===== src/rtl/hdmi_timing_pkg.sv =====
// hdmi_timing_pkg: 640x480@60 raster defaults and sync polarities shared across the HDMI path
package hdmi_timing_pkg;
  localparam int VGA_H_ACTIVE = 640;
  localparam int VGA_H_FRONT = 16;
  localparam int VGA_H_SYNC = 96;
  localparam int VGA_H_BACK = 48;
  localparam int VGA_V_ACTIVE = 480;
  localparam int VGA_V_FRONT = 10;
  localparam int VGA_V_SYNC = 2;
  localparam int VGA_V_BACK = 33;
  localparam int VGA_CNT_W = 10;
  localparam int VGA_H_TOTAL = VGA_H_ACTIVE + VGA_H_FRONT + VGA_H_SYNC + VGA_H_BACK;
  localparam int VGA_V_TOTAL = VGA_V_ACTIVE + VGA_V_FRONT + VGA_V_SYNC + VGA_V_BACK;
  localparam int VGA_H_SYNC_START = VGA_H_ACTIVE + VGA_H_FRONT;
  localparam int VGA_H_SYNC_END = VGA_H_SYNC_START + VGA_H_SYNC;
  localparam int VGA_V_SYNC_START = VGA_V_ACTIVE + VGA_V_FRONT;
  localparam int VGA_V_SYNC_END = VGA_V_SYNC_START + VGA_V_SYNC;
  localparam bit VGA_HSYNC_POL = 1'b0;
  localparam bit VGA_VSYNC_POL = 1'b0;
endpackage


===== src/rtl/video_timing_gen_if.sv =====
// video_timing_gen_if: enable in, sync/de/coordinate/pulse outputs of the raster generator
interface video_timing_gen_if #(parameter int CNT_W = hdmi_timing_pkg::VGA_CNT_W);
  logic enable;
  logic hsync;
  logic vsync;
  logic de;
  logic [CNT_W-1:0] x;
  logic [CNT_W-1:0] y;
  logic line_start;
  logic frame_start;
  modport master (input enable, output hsync, vsync, de, x, y, line_start, frame_start);
  modport slave (output enable, input hsync, vsync, de, x, y, line_start, frame_start);
endinterface


===== src/rtl/video_timing_axis.sv =====
// video_timing_axis: wrapping counter with active-region and sync-window decode
module video_timing_axis #(
  parameter int PERIOD = 800,
  parameter int ACTIVE = 640,
  parameter int SYNC_START = 656,
  parameter int SYNC_END = 752,
  parameter int W = 10
) (
  input  logic         clock,
  input  logic         reset,
  input  logic         step,
  output logic [W-1:0] cnt,
  output logic         wrap,
  output logic         in_active,
  output logic         in_sync
);
  // count advances only on step and returns to zero after the last position
  always_ff @(posedge clock)
    cnt <= reset ? '0 : step ? (wrap ? '0 : cnt + W'(1)) : cnt;
  // wrap strobe is qualified by step so it can chain directly into the next axis
  always_comb begin
    wrap = step && (cnt == W'(PERIOD - 1));
    in_active = cnt < W'(ACTIVE);
    in_sync = (cnt >= W'(SYNC_START)) && (cnt < W'(SYNC_END));
  end
endmodule


===== src/rtl/video_timing_gen.sv =====
// video_timing_gen: registered hsync/vsync/de/coordinates/pulses for a parameterised raster
module video_timing_gen
  import hdmi_timing_pkg::*;
#(
  parameter int H_ACTIVE = VGA_H_ACTIVE,
  parameter int H_FRONT = VGA_H_FRONT,
  parameter int H_SYNC = VGA_H_SYNC,
  parameter int H_BACK = VGA_H_BACK,
  parameter int V_ACTIVE = VGA_V_ACTIVE,
  parameter int V_FRONT = VGA_V_FRONT,
  parameter int V_SYNC = VGA_V_SYNC,
  parameter int V_BACK = VGA_V_BACK,
  parameter bit HSYNC_POL = VGA_HSYNC_POL,
  parameter bit VSYNC_POL = VGA_VSYNC_POL,
  parameter int CNT_W = VGA_CNT_W
) (
  input logic clock,
  input logic reset,
  video_timing_gen_if.master vt
);
  localparam int H_TOTAL = H_ACTIVE + H_FRONT + H_SYNC + H_BACK;
  localparam int V_TOTAL = V_ACTIVE + V_FRONT + V_SYNC + V_BACK;
  logic [CNT_W-1:0] h_cnt, v_cnt;
  logic h_wrap, h_act, h_sync, v_wrap_unused, v_act, v_sync;
  video_timing_axis #(
    .PERIOD(H_TOTAL), .ACTIVE(H_ACTIVE), .SYNC_START(H_ACTIVE + H_FRONT),
    .SYNC_END(H_ACTIVE + H_FRONT + H_SYNC), .W(CNT_W)
  ) u_h (
    .clock(clock), .reset(reset), .step(vt.enable), .cnt(h_cnt),
    .wrap(h_wrap), .in_active(h_act), .in_sync(h_sync)
  );
  video_timing_axis #(
    .PERIOD(V_TOTAL), .ACTIVE(V_ACTIVE), .SYNC_START(V_ACTIVE + V_FRONT),
    .SYNC_END(V_ACTIVE + V_FRONT + V_SYNC), .W(CNT_W)
  ) u_v (
    .clock(clock), .reset(reset), .step(h_wrap), .cnt(v_cnt),
    .wrap(v_wrap_unused), .in_active(v_act), .in_sync(v_sync)
  );
  // outputs register the decode of the pre-edge counters so x/y match the syncs shown with them
  always_ff @(posedge clock)
    if (reset) begin
      vt.hsync <= ~HSYNC_POL;
      vt.vsync <= ~VSYNC_POL;
      vt.de <= 1'b0;
      vt.x <= '0;
      vt.y <= '0;
      vt.line_start <= 1'b0;
      vt.frame_start <= 1'b0;
    end else if (vt.enable) begin
      vt.hsync <= h_sync ? HSYNC_POL : ~HSYNC_POL;
      vt.vsync <= v_sync ? VSYNC_POL : ~VSYNC_POL;
      vt.de <= h_act && v_act;
      vt.x <= h_cnt;
      vt.y <= v_cnt;
      vt.line_start <= h_cnt == '0;
      vt.frame_start <= (h_cnt == '0) && (v_cnt == '0);
    end
endmodule


===== src/flat_wrapper.sv =====
// flat-port wrapper written by rule: the top's interface ports become plain ports
module video_timing_gen_flat import hdmi_timing_pkg::*;
#(
  parameter int H_ACTIVE = VGA_H_ACTIVE,
  parameter int H_FRONT = VGA_H_FRONT,
  parameter int H_SYNC = VGA_H_SYNC,
  parameter int H_BACK = VGA_H_BACK,
  parameter int V_ACTIVE = VGA_V_ACTIVE,
  parameter int V_FRONT = VGA_V_FRONT,
  parameter int V_SYNC = VGA_V_SYNC,
  parameter int V_BACK = VGA_V_BACK,
  parameter bit HSYNC_POL = VGA_HSYNC_POL,
  parameter bit VSYNC_POL = VGA_VSYNC_POL,
  parameter int CNT_W = VGA_CNT_W
)
  (clock, reset, vt_enable, vt_hsync, vt_vsync, vt_de, vt_x, vt_y, vt_line_start, vt_frame_start);
  video_timing_gen_if #(.CNT_W(CNT_W)) vt_i ();
  input logic clock;
  input logic reset;
  input wire logic [$bits(vt_i.enable)-1:0] vt_enable;
  output wire logic [$bits(vt_i.hsync)-1:0] vt_hsync;
  output wire logic [$bits(vt_i.vsync)-1:0] vt_vsync;
  output wire logic [$bits(vt_i.de)-1:0] vt_de;
  output wire logic [$bits(vt_i.x)-1:0] vt_x;
  output wire logic [$bits(vt_i.y)-1:0] vt_y;
  output wire logic [$bits(vt_i.line_start)-1:0] vt_line_start;
  output wire logic [$bits(vt_i.frame_start)-1:0] vt_frame_start;
  assign vt_i.enable = vt_enable;
  assign vt_hsync = vt_i.hsync;
  assign vt_vsync = vt_i.vsync;
  assign vt_de = vt_i.de;
  assign vt_x = vt_i.x;
  assign vt_y = vt_i.y;
  assign vt_line_start = vt_i.line_start;
  assign vt_frame_start = vt_i.frame_start;
  video_timing_gen #(.H_ACTIVE(H_ACTIVE), .H_FRONT(H_FRONT), .H_SYNC(H_SYNC), .H_BACK(H_BACK), .V_ACTIVE(V_ACTIVE), .V_FRONT(V_FRONT), .V_SYNC(V_SYNC), .V_BACK(V_BACK), .HSYNC_POL(HSYNC_POL), .VSYNC_POL(VSYNC_POL), .CNT_W(CNT_W)) u_core (.clock(clock), .reset(reset), .vt(vt_i));
endmodule

===== config.mk =====
export PLATFORM = sky130hd
export DESIGN_NAME = video_timing_gen_flat
export DESIGN_NICKNAME = d
export VERILOG_FILES = /design/src/rtl/hdmi_timing_pkg.sv /design/src/rtl/video_timing_gen_if.sv /design/src/rtl/video_timing_axis.sv /design/src/rtl/video_timing_gen.sv /design/src/flat_wrapper.sv
export SDC_FILE = /design/constraint.sdc
export NUM_CORES = 1
export LEC_CHECK = 0
export CAP_MARGIN = 20
export CORE_MARGIN = 4
export CORE_UTILIZATION = 57
export CTS_CLUSTER_SIZE = 12
export DETAILED_ROUTE_END_ITERATION = 12
export GPL_TIMING_DRIVEN = 0
export MAX_ROUTING_LAYER = met4
export PLACE_DENSITY = 0.87
export SLEW_MARGIN = 10
export SYNTH_ARGS = -nofsm -noshare
export SYNTH_HDL_FRONTEND = slang
export SYNTH_SLANG_ARGS = --single-unit

===== constraint.sdc =====
create_clock -name clock -period 3.55 [get_ports clock]
set_input_delay 0.355 -clock clock [delete_from_list [all_inputs] [get_ports clock]]
set_output_delay 0.355 -clock clock [all_outputs]
set_load 0.1 [all_outputs]

== Yosys cells after proc, flatten, opt, wreduce, memory -nomap -nowiden ==
Cells that the tools add are included.

* Word-level logic and storage cells: 31
* Input bits: 3
* Flip-flop bits (word level): 45

* Magnitude comparators: 6
* $add $sub $neg: 2
* Mux-type cells: 4
* Reduce and logical (&&, ||, !) cells: 8
* Eq/ne operators: 2

{| class="wikitable"
|+ Operator list
! operator !! number
|-
| 10-bit by 1-bit adder with 10-bit output, second input constant || 2
|-
| 10-bit equality test, second input constant || 2
|-
| 10-bit logical NOT || 2
|-
| 10-bit less-than comparator, second input constant || 2
|-
| 10-bit by 9-bit less-than comparator with 1-bit output, second input constant || 2
|-
| 10-bit 2-to-1 mux || 2
|-
| 10-bit >= comparator, second input constant || 1
|-
| 10-bit by 9-bit >= comparator with 1-bit output, second input constant || 1
|-
| 1-bit logical AND || 6
|-
| 1-bit 2-to-1 mux || 2
|}

== Longest topological paths before layout ==
Gate-level depths: netlist of the first run.

* Word-level depth: 4
* Gate-level depth with buffers: 7

== By module ==
Synthesis of the first run repeated with hierarchy kept, for this count alone.

* Cell total of the unflattened synthesis: 214
* Area, all modules: 2018.2 um2

{| class="wikitable"
|+ By module, submodules not included
! module !! cells an instance !! times used !! area an instance (um2)
|-
| video_timing_gen || 93 || 1 || 964.7
|-
| video_timing_axis at u_core.u_v || 59 || 1 || 528.0
|-
| video_timing_axis at u_core.u_h || 62 || 1 || 525.5
|}

== Worst setup path before layout of the first run ==
Ideal clock, no wire load.

* Path kind: flip-flop to flip-flop
* Start: reg u_core.u_h.cnt[0]
* End: reg u_core.u_v.cnt[7]
* Clock period less this slack: 1.683 ns
* Cell stages (with the launch flop): 7
* Arrival: 1.611 ns
* Setup slack: 1.867 ns
* Buffers on the path: 1
* Cell sequence: dfxtp_1 ha_1 and4_1 buf_4 nand3_4 or4_1 a21oi_1

* Cells in the longest elaborated chain, start to end: 4

{| class="wikitable"
|+ Ends and longest elaborated chain
! item !! RTL line !! source
|-
| start, declared || video_timing_axis.sv:12 || <nowiki>output logic [W-1:0] cnt,</nowiki>
|-
| start signal, assigned || video_timing_axis.sv:19 || <nowiki>cnt <= reset ? '0 : step ? (wrap ? '0 : cnt + W'(1)) : cnt;</nowiki>
|-
| 10-bit equality test (*) || video_timing_axis.sv:22 || <nowiki>wrap = step && (cnt == W'(PERIOD - 1));</nowiki>
|-
| 1-bit logical AND (*) || video_timing_axis.sv:22 ||
|-
| 1-bit logical AND || video_timing_axis.sv:22 ||
|-
| 10-bit 2-to-1 mux || video_timing_axis.sv:19 ||
|-
| end signal, assigned || video_timing_axis.sv:19 ||
|-
| end, declared || video_timing_axis.sv:12 ||
|}

Every way passes the cells marked *; elsewhere a longest branch is shown, timed or not.
A chain may end at the register's enable or synchronous reset.

== Worst setup path in the final report of the first run ==
* Start: reg u_core.vt.x[8]
* End: out vt_x[8]

{| class="wikitable"
|+ RTL lines
! item !! RTL line !! source
|-
| start, declared || video_timing_gen_if.sv:11 || <nowiki>modport master (input enable, output hsync, vsync, de, x, y, line_start, frame_start);</nowiki>
|-
| start signal, assigned || video_timing_gen.sv:53 || <nowiki>vt.x <= h_cnt;</nowiki>
|-
| end, declared || flat_wrapper.sv:24 || <nowiki>output wire logic [$bits(vt_i.x)-1:0] vt_x;</nowiki>
|}

No word-level cell between the ends.

==> metrics.cfg, run 1 <==
[status]
outcome = finished, final reports clean

[clocking]
clk-insertion-delay-late_ns = 0.36
clkTransAtPathRegs_ns = 0.13
tritoncts = built
cts_repair_resize_count = 0
htree_num_levels = 2
buffer_levels_on_the_longest_clock_path = 2
cts_buffers = 5
cts_root_buffer = clkbuf_4
post_cts_hold_buffer_count = 0
post-cts-setup-buffers = 0
clock_sinks = 45

[worst_setup_path]
r2r_slack_ns = 1.62
worstPathMaxFanout = 2
path_buf_inv = 1
cp_slowest_cell = clkdlybuf4s50_1
arrival_ns = 1.87
worst_setup_path_start_kind = flop
required_ns = 3.19
timing.critical_path.slowest_cell_delay_ns = 1.14
worstSetupPathType = reg -> out
crit_family = buffers and inverters
critical_path.endpoint_type = output pin
timing.critical_path.cells = clkdlybuf4s50_1

[logic_synthesis]
synthAdderAreaFrac = 0.02538
synth_top_cell_by_area = dfxtp_1
postSynthNetCount = 220
synth.area.top_cells = dfxtp_1 (46%), mux2i_1 (9.6%), nor2_1 (5.9%)
cell_area_after_synthesis_um2 = 1972
dominant_combinational_cell_family_by_area_after_synthesis = simple AND/OR/NAND/NOR gates
synth_xor_xnor_area_share = 0.04886
synth_top_flop_cell = dfxtp_1
synth-edff-count = 0
synth-async-reset-ratio = 0
ys_warn_count = 0
yosysTopAreaCellShare = 0.4569
synth_cell_type_count = 36
post_synth_and_or_nand_nor_area_fraction = 0.2678
sequential_element_share_of_the_synthesized_area = 0.4569
postSynthRegisterBits = 45
synth_compound_area_frac = 0.06536
muxShareOfSynthArea = 0.09645
post_synth.cell_area_avg_um2 = 9.258
post_synthesis_cells = 213

[job]
maxCapViolations = 0

[drt]
via_per_instance_ratio = 5.486
wire_per_inst_um = 13.83
num_vias = 1613
dr.pass1.iters = 4
drt_first_iter_violations = 61
postRouteWirelength_um = 4065
drt_drc_violations_left = 0
postRouteAntennaNets = 0

[timing]
post-route-period-util = 0.6274
report.final.setup_viol = 0
finalSetupTns_ns = 0
timing.clock.skew_ns = 0.005380
hold_viol = 0
timing_max_transition_violations_final = 0
tightest_slew_ns = 0.9743
clock.fmax_ghz = 0.4489
rsz0062_at_grt = no
max-slew-margin-rel = 0.3484
finalHoldWorstSlack_ns = 0.4815
layout_min_cycle_time_ns = 2.227

[die]
die_width_um = 66.82
fp-row-count = 21
area_of_the_die_um2 = 4464
die_h_um = 66.82
ioPinCount = 28
core_region_area_um2 = 3337
floorplan.initialDensity = 0.5909

[placement]
port-buffer-count = 27
dp_hpwl_um = 2956
gp_congestion = 0.8871

[grt]
use_met1 = 0.2738
grt_start_max_net_pins = 16
groute.layer.met3.usage = 0.04722
grt_busiest_layer = met2
grt_antenna_before_repair = 0
first_global_vias = 1468
overflow = 0
globalRouteTotalUtil = 0.2035
first_pass_grt_wire_length_um = 6727
groute.layer.met2.usage = 0.2884

[layout]
synthToLayoutAreaGrowth_pct = 20.88
mostFrequentLayoutCell = dfxtp_1
finish.net_count = 254
multi_input_area_um2 = 993.5
fraction_of_final_layout_cells_with_drive_strength_greater_than_1 = 0.07258
most-common-layout-cells = dfxtp_1 (45), nor2_1 (31), clkdlybuf4s50_1 (27)
insertedDiodeCount = 0
num-fill-cells = 270
seqCellArea_um2 = 900.9

[power_and_ir_drop]
vdd_drop_max_mv = 0.2572
total_leakage_power_nw = 0.8726
power_density_nw_per_um2 = 379.0

[min_path]
timing.hold.worst.class = reg -> reg

[sequential cells by signal (all words and copies together), names as in the netlist]
name                   count
u_core.u_h.cnt            10
u_core.u_v.cnt            10
u_core.vt.de               1
u_core.vt.frame_start      1
u_core.vt.hsync            1
u_core.vt.line_start       1
u_core.vt.vsync            1
u_core.vt.x               10
u_core.vt.y               10
[where the power goes]
group	switching (mW)	internal, mW
registers	0.00471	0.510
logic	0.0505	0.0210
clock network	0.168	0.149
[per-layer routing]
layer	wire, um	vias to the layer above
met5	0	-
met4	57	0
met3	215	6
met2	1879	42
met1	1913	747
li1	-	818
[cell type report]
type	count	area share
repair buffers	27	0.1134
plain buffers	12	0.02467
clock buffers	5	0.01575
well taps	46	0.02415
clock inverters	3	0.01942
multi-input cells	151	0.4168
flip-flops and latches	45	0.3780
inverters	5	0.007874
[path summary, 6_finish.rpt]
kind,startpoint,end,cells after the start
worst max-delay path,u_core.vt.x[8],vt_x[8],1
worst min register to register,u_core.vt.de,u_core.vt.de,2
worst min-delay path,u_core.vt.de,u_core.vt.de,2
worst max register to register,u_core.u_h.cnt[1],u_core.u_v.cnt[2],6
[per-stage QoR]
step                      setup slack [ns]  utilization  cell area [um^2]  total power [mW]  instances
after floorplan                      1.867            -              1972            0.5796        213
after global placement               1.315       0.6892              2300            0.5967        286
after detailed placement             1.277       0.6892              2300            0.5977        286
after CTS                            1.302       0.7143              2384            0.9092        294
after global routing                 1.270       0.7143              2384            0.9320        294
final                                1.323       0.7143              2384            0.9034        294
[cell families (layout without fill, tap and decap cells)]
| kind of cell | after synthesis | in the layout |
|---|---|---|
| compound gates | 23 | 23 |
| xor+xnor | 11 | 11 |
| fa+ha+maj | 4 | 4 |
| buf+inv | 17 | 52 |
| flops | 45 | 45 |
| mux | 19 | 19 |
| simple gates | 94 | 94 |
[synthesized netlist by cell type (5+ instances only)]
master and number:
xor2_1 6, nand3_1 7, nand2b_1 5, a21oi_1 14
dfxtp_1 45, inv_1 5, nand4_1 7, nand2_1 9
clkbuf_1 5, nor2_1 31, xnor2_1 5, or4_1 5
mux2i_1 19, nor3_1 8
(Power assumes the default switching activity.)
==> run 2, diff against run 1 <==
Settings changed: CORE_UTILIZATION 57 to 53, PLACE_DENSITY 0.87 to 0.82.
Clock period 3.55 ns to 2.3 ns, I/O delays scaled along.
==> run 2 against run 1 <==
Worst setup slack lost 1.0 ns. Sequential share of layout area decreased by 0.51 points. Critical endpoint is now vt_hsync. Critical path type unchanged. Clock-buffer cell count increased by 2. Clock power up 92%. Register-to-register slack got worse by 1.2 ns. Utilization down 1.8 points. First-iteration DRC count increased by 44%. Sequential power is 54% higher.
==> metrics.cfg, run 2 (same netlist as run 1, synthesis figures left out) <==
[drt]
wire_per_inst_um = 13.87
drt_drc_violations_left = 0
via_per_instance_ratio = 5.551
drt_first_iter_violations = 88
postRouteAntennaNets = 0
postRouteWirelength_um = 4079
dr.pass1.iters = 5
num_vias = 1632

[layout]
mostFrequentLayoutCell = dfxtp_1
seqCellArea_um2 = 900.9
multi_input_area_um2 = 993.5
insertedDiodeCount = 0
num-fill-cells = 298
most-common-layout-cells = dfxtp_1 (45), nor2_1 (31), clkdlybuf4s50_1 (27)
post-route-util = 0.6966
fraction_of_final_layout_cells_with_drive_strength_greater_than_1 = 0.06855
fin_area_um2 = 2416
synthToLayoutAreaGrowth_pct = 22.53
finish.net_count = 254

[power_and_ir_drop]
combPwrFrac = 0.073
clkPwrFrac = 0.402
internal_power_mw = 1.173
vdd_drop_max_mv = 0.5014
power.share.switching = 0.2242
power.share.sequential = 0.525
sw_power_mw = 0.3390
total_leakage_power_nw = 0.8896
report.power.total_mw = 1.512
power_density_nw_per_um2 = 625.7

[timing]
layout_setup_ws_ns = 0.2917
timing_max_transition_violations_final = 0
post-route-period-util = 0.8732
layout_min_cycle_time_ns = 2.008
finalSetupTns_ns = 0
clock.fmax_ghz = 0.4979
max-slew-margin-rel = 0.3488
report.final.setup_viol = 0
rsz0062_at_grt = no
tightest_slew_ns = 0.9738
timing.clock.skew_ns = 0.004296
hold_viol = 0

[placement]
port-buffer-count = 27
dp_slack_ns = 0.1673
dpl_cell_area_um2 = 2300
gp_congestion = 0.8880
dp_hpwl_um = 2958

[worst_setup_path]
path_buf_inv = 1
arrival_ns = 1.78
cp_slowest_cell = clkdlybuf4s50_1
rr_startpoint = u_core.u_h.cnt[1]
crit_family = buffers and inverters
required_ns = 2.07
worstSetupPathType = reg -> out
critical_path.endpoint_type = output pin
timing.critical_path.slowest_cell_delay_ns = 1.14
worstPathMaxFanout = 2
timing.critical_path.cells = clkdlybuf4s50_1
r2r_slack_ns = 0.41
worst_setup_path_start_kind = flop
timing.reg2reg.worst_path_depth = 6
worst_r2r_endpoint = u_core.u_v.cnt[4]

[die]
die_h_um = 69.00
ioPinCount = 28
fp-row-count = 21
floorplan.initialDensity = 0.5685
die_width_um = 69.00
core_region_area_um2 = 3468
area_of_the_die_um2 = 4760

[clocking]
tritoncts = built
cts_repair_resize_count = 0
post_cts_hold_buffer_count = 0
buffer_levels_on_the_longest_clock_path = 2
clkTransAtPathRegs_ns = 0.08
htree_num_levels = 2
cts_root_buffer = clkbuf_8
post-cts-setup-buffers = 0
clk-insertion-delay-late_ns = 0.30
cts_buffers = 5
clock_sinks = 45

[job]
maxCapViolations = 0

[min_path]
timing.hold.worst.class = reg -> reg
worst_hold_startpoint = u_core.vt.de
whs_path_depth = 2
min_delay_worst_endpoint = u_core.vt.de

[grt]
globalRouteTotalUtil = 0.2047
grt_start_max_net_pins = 14
first_pass_grt_wire_length_um = 7044
grt_antenna_before_repair = 0
overflow = 0
first_global_vias = 1531

[status]
outcome = finished, final reports clean

==> run 2: worst max-delay path by stage <==
stage,depth (start not counted),endpoint,from
global placement,5,u_core.vt.x[1],vt_enable
finish,1,vt_hsync,u_core.vt.hsync
global route,6,u_core.u_v.cnt[3],u_core.u_h.cnt[1]
CTS,1,vt_x[7],u_core.vt.x[7]
floorplan,6,u_core.u_v.cnt[7],u_core.u_h.cnt[0]
detailed placement,5,u_core.vt.y[8],vt_enable
==> run 2: per-stage QoR <==
stage	cells	hold WS, ns
global route	294	0.5114
global placement	286	0.4573
detailed placement	286	0.4599
finish	294	0.4685
CTS	294	0.4711
floorplan	213	0.4754
==> run 2: worst register-to-register path, delay by kind of cell (launching register included) <==
kind / cells / cell delay [ns]
AND/OR/NAND/NOR: 3 / 0.85
flip-flops: 1 / 0.44
adder cells (fa/ha/maj): 1 / 0.23
buffers and inverters: 1 / 0.16
AO/OA/AOI/OAI: 1 / 0.16
==> run 2: metal layers <==
layer,track usage,part of all wire,vias to the layer above
met2,0.2917,0.43,42
met5,-,0,-
met3,0.05348,0.047,4
met4,0.08273,0.016,0
met1,0.2749,0.50,771
li1,-,-,815
==> run 2: cell type report <==
class / count / area share
buffer: 12 / 0.02434
clock buffer: 7 / 0.03573
clock inverter: 1 / 0.01243
inverter: 5 / 0.007768
multi-input combinational: 151 / 0.4112
sequential: 45 / 0.3729
tap: 46 / 0.02382
timing repair buffer: 27 / 0.1119
==> run 2: power by group through the flow <==
stage | clock [mW] | combinational, mW | sequential (mW)
after floorplan | 0 | 0.0447 | 0.850
after global placement | 0 | 0.110 | 0.812
after detailed placement | 0 | 0.111 | 0.812
after CTS | 0.614 | 0.111 | 0.793
after global routing | 0.648 | 0.120 | 0.795
final | 0.608 | 0.111 | 0.793
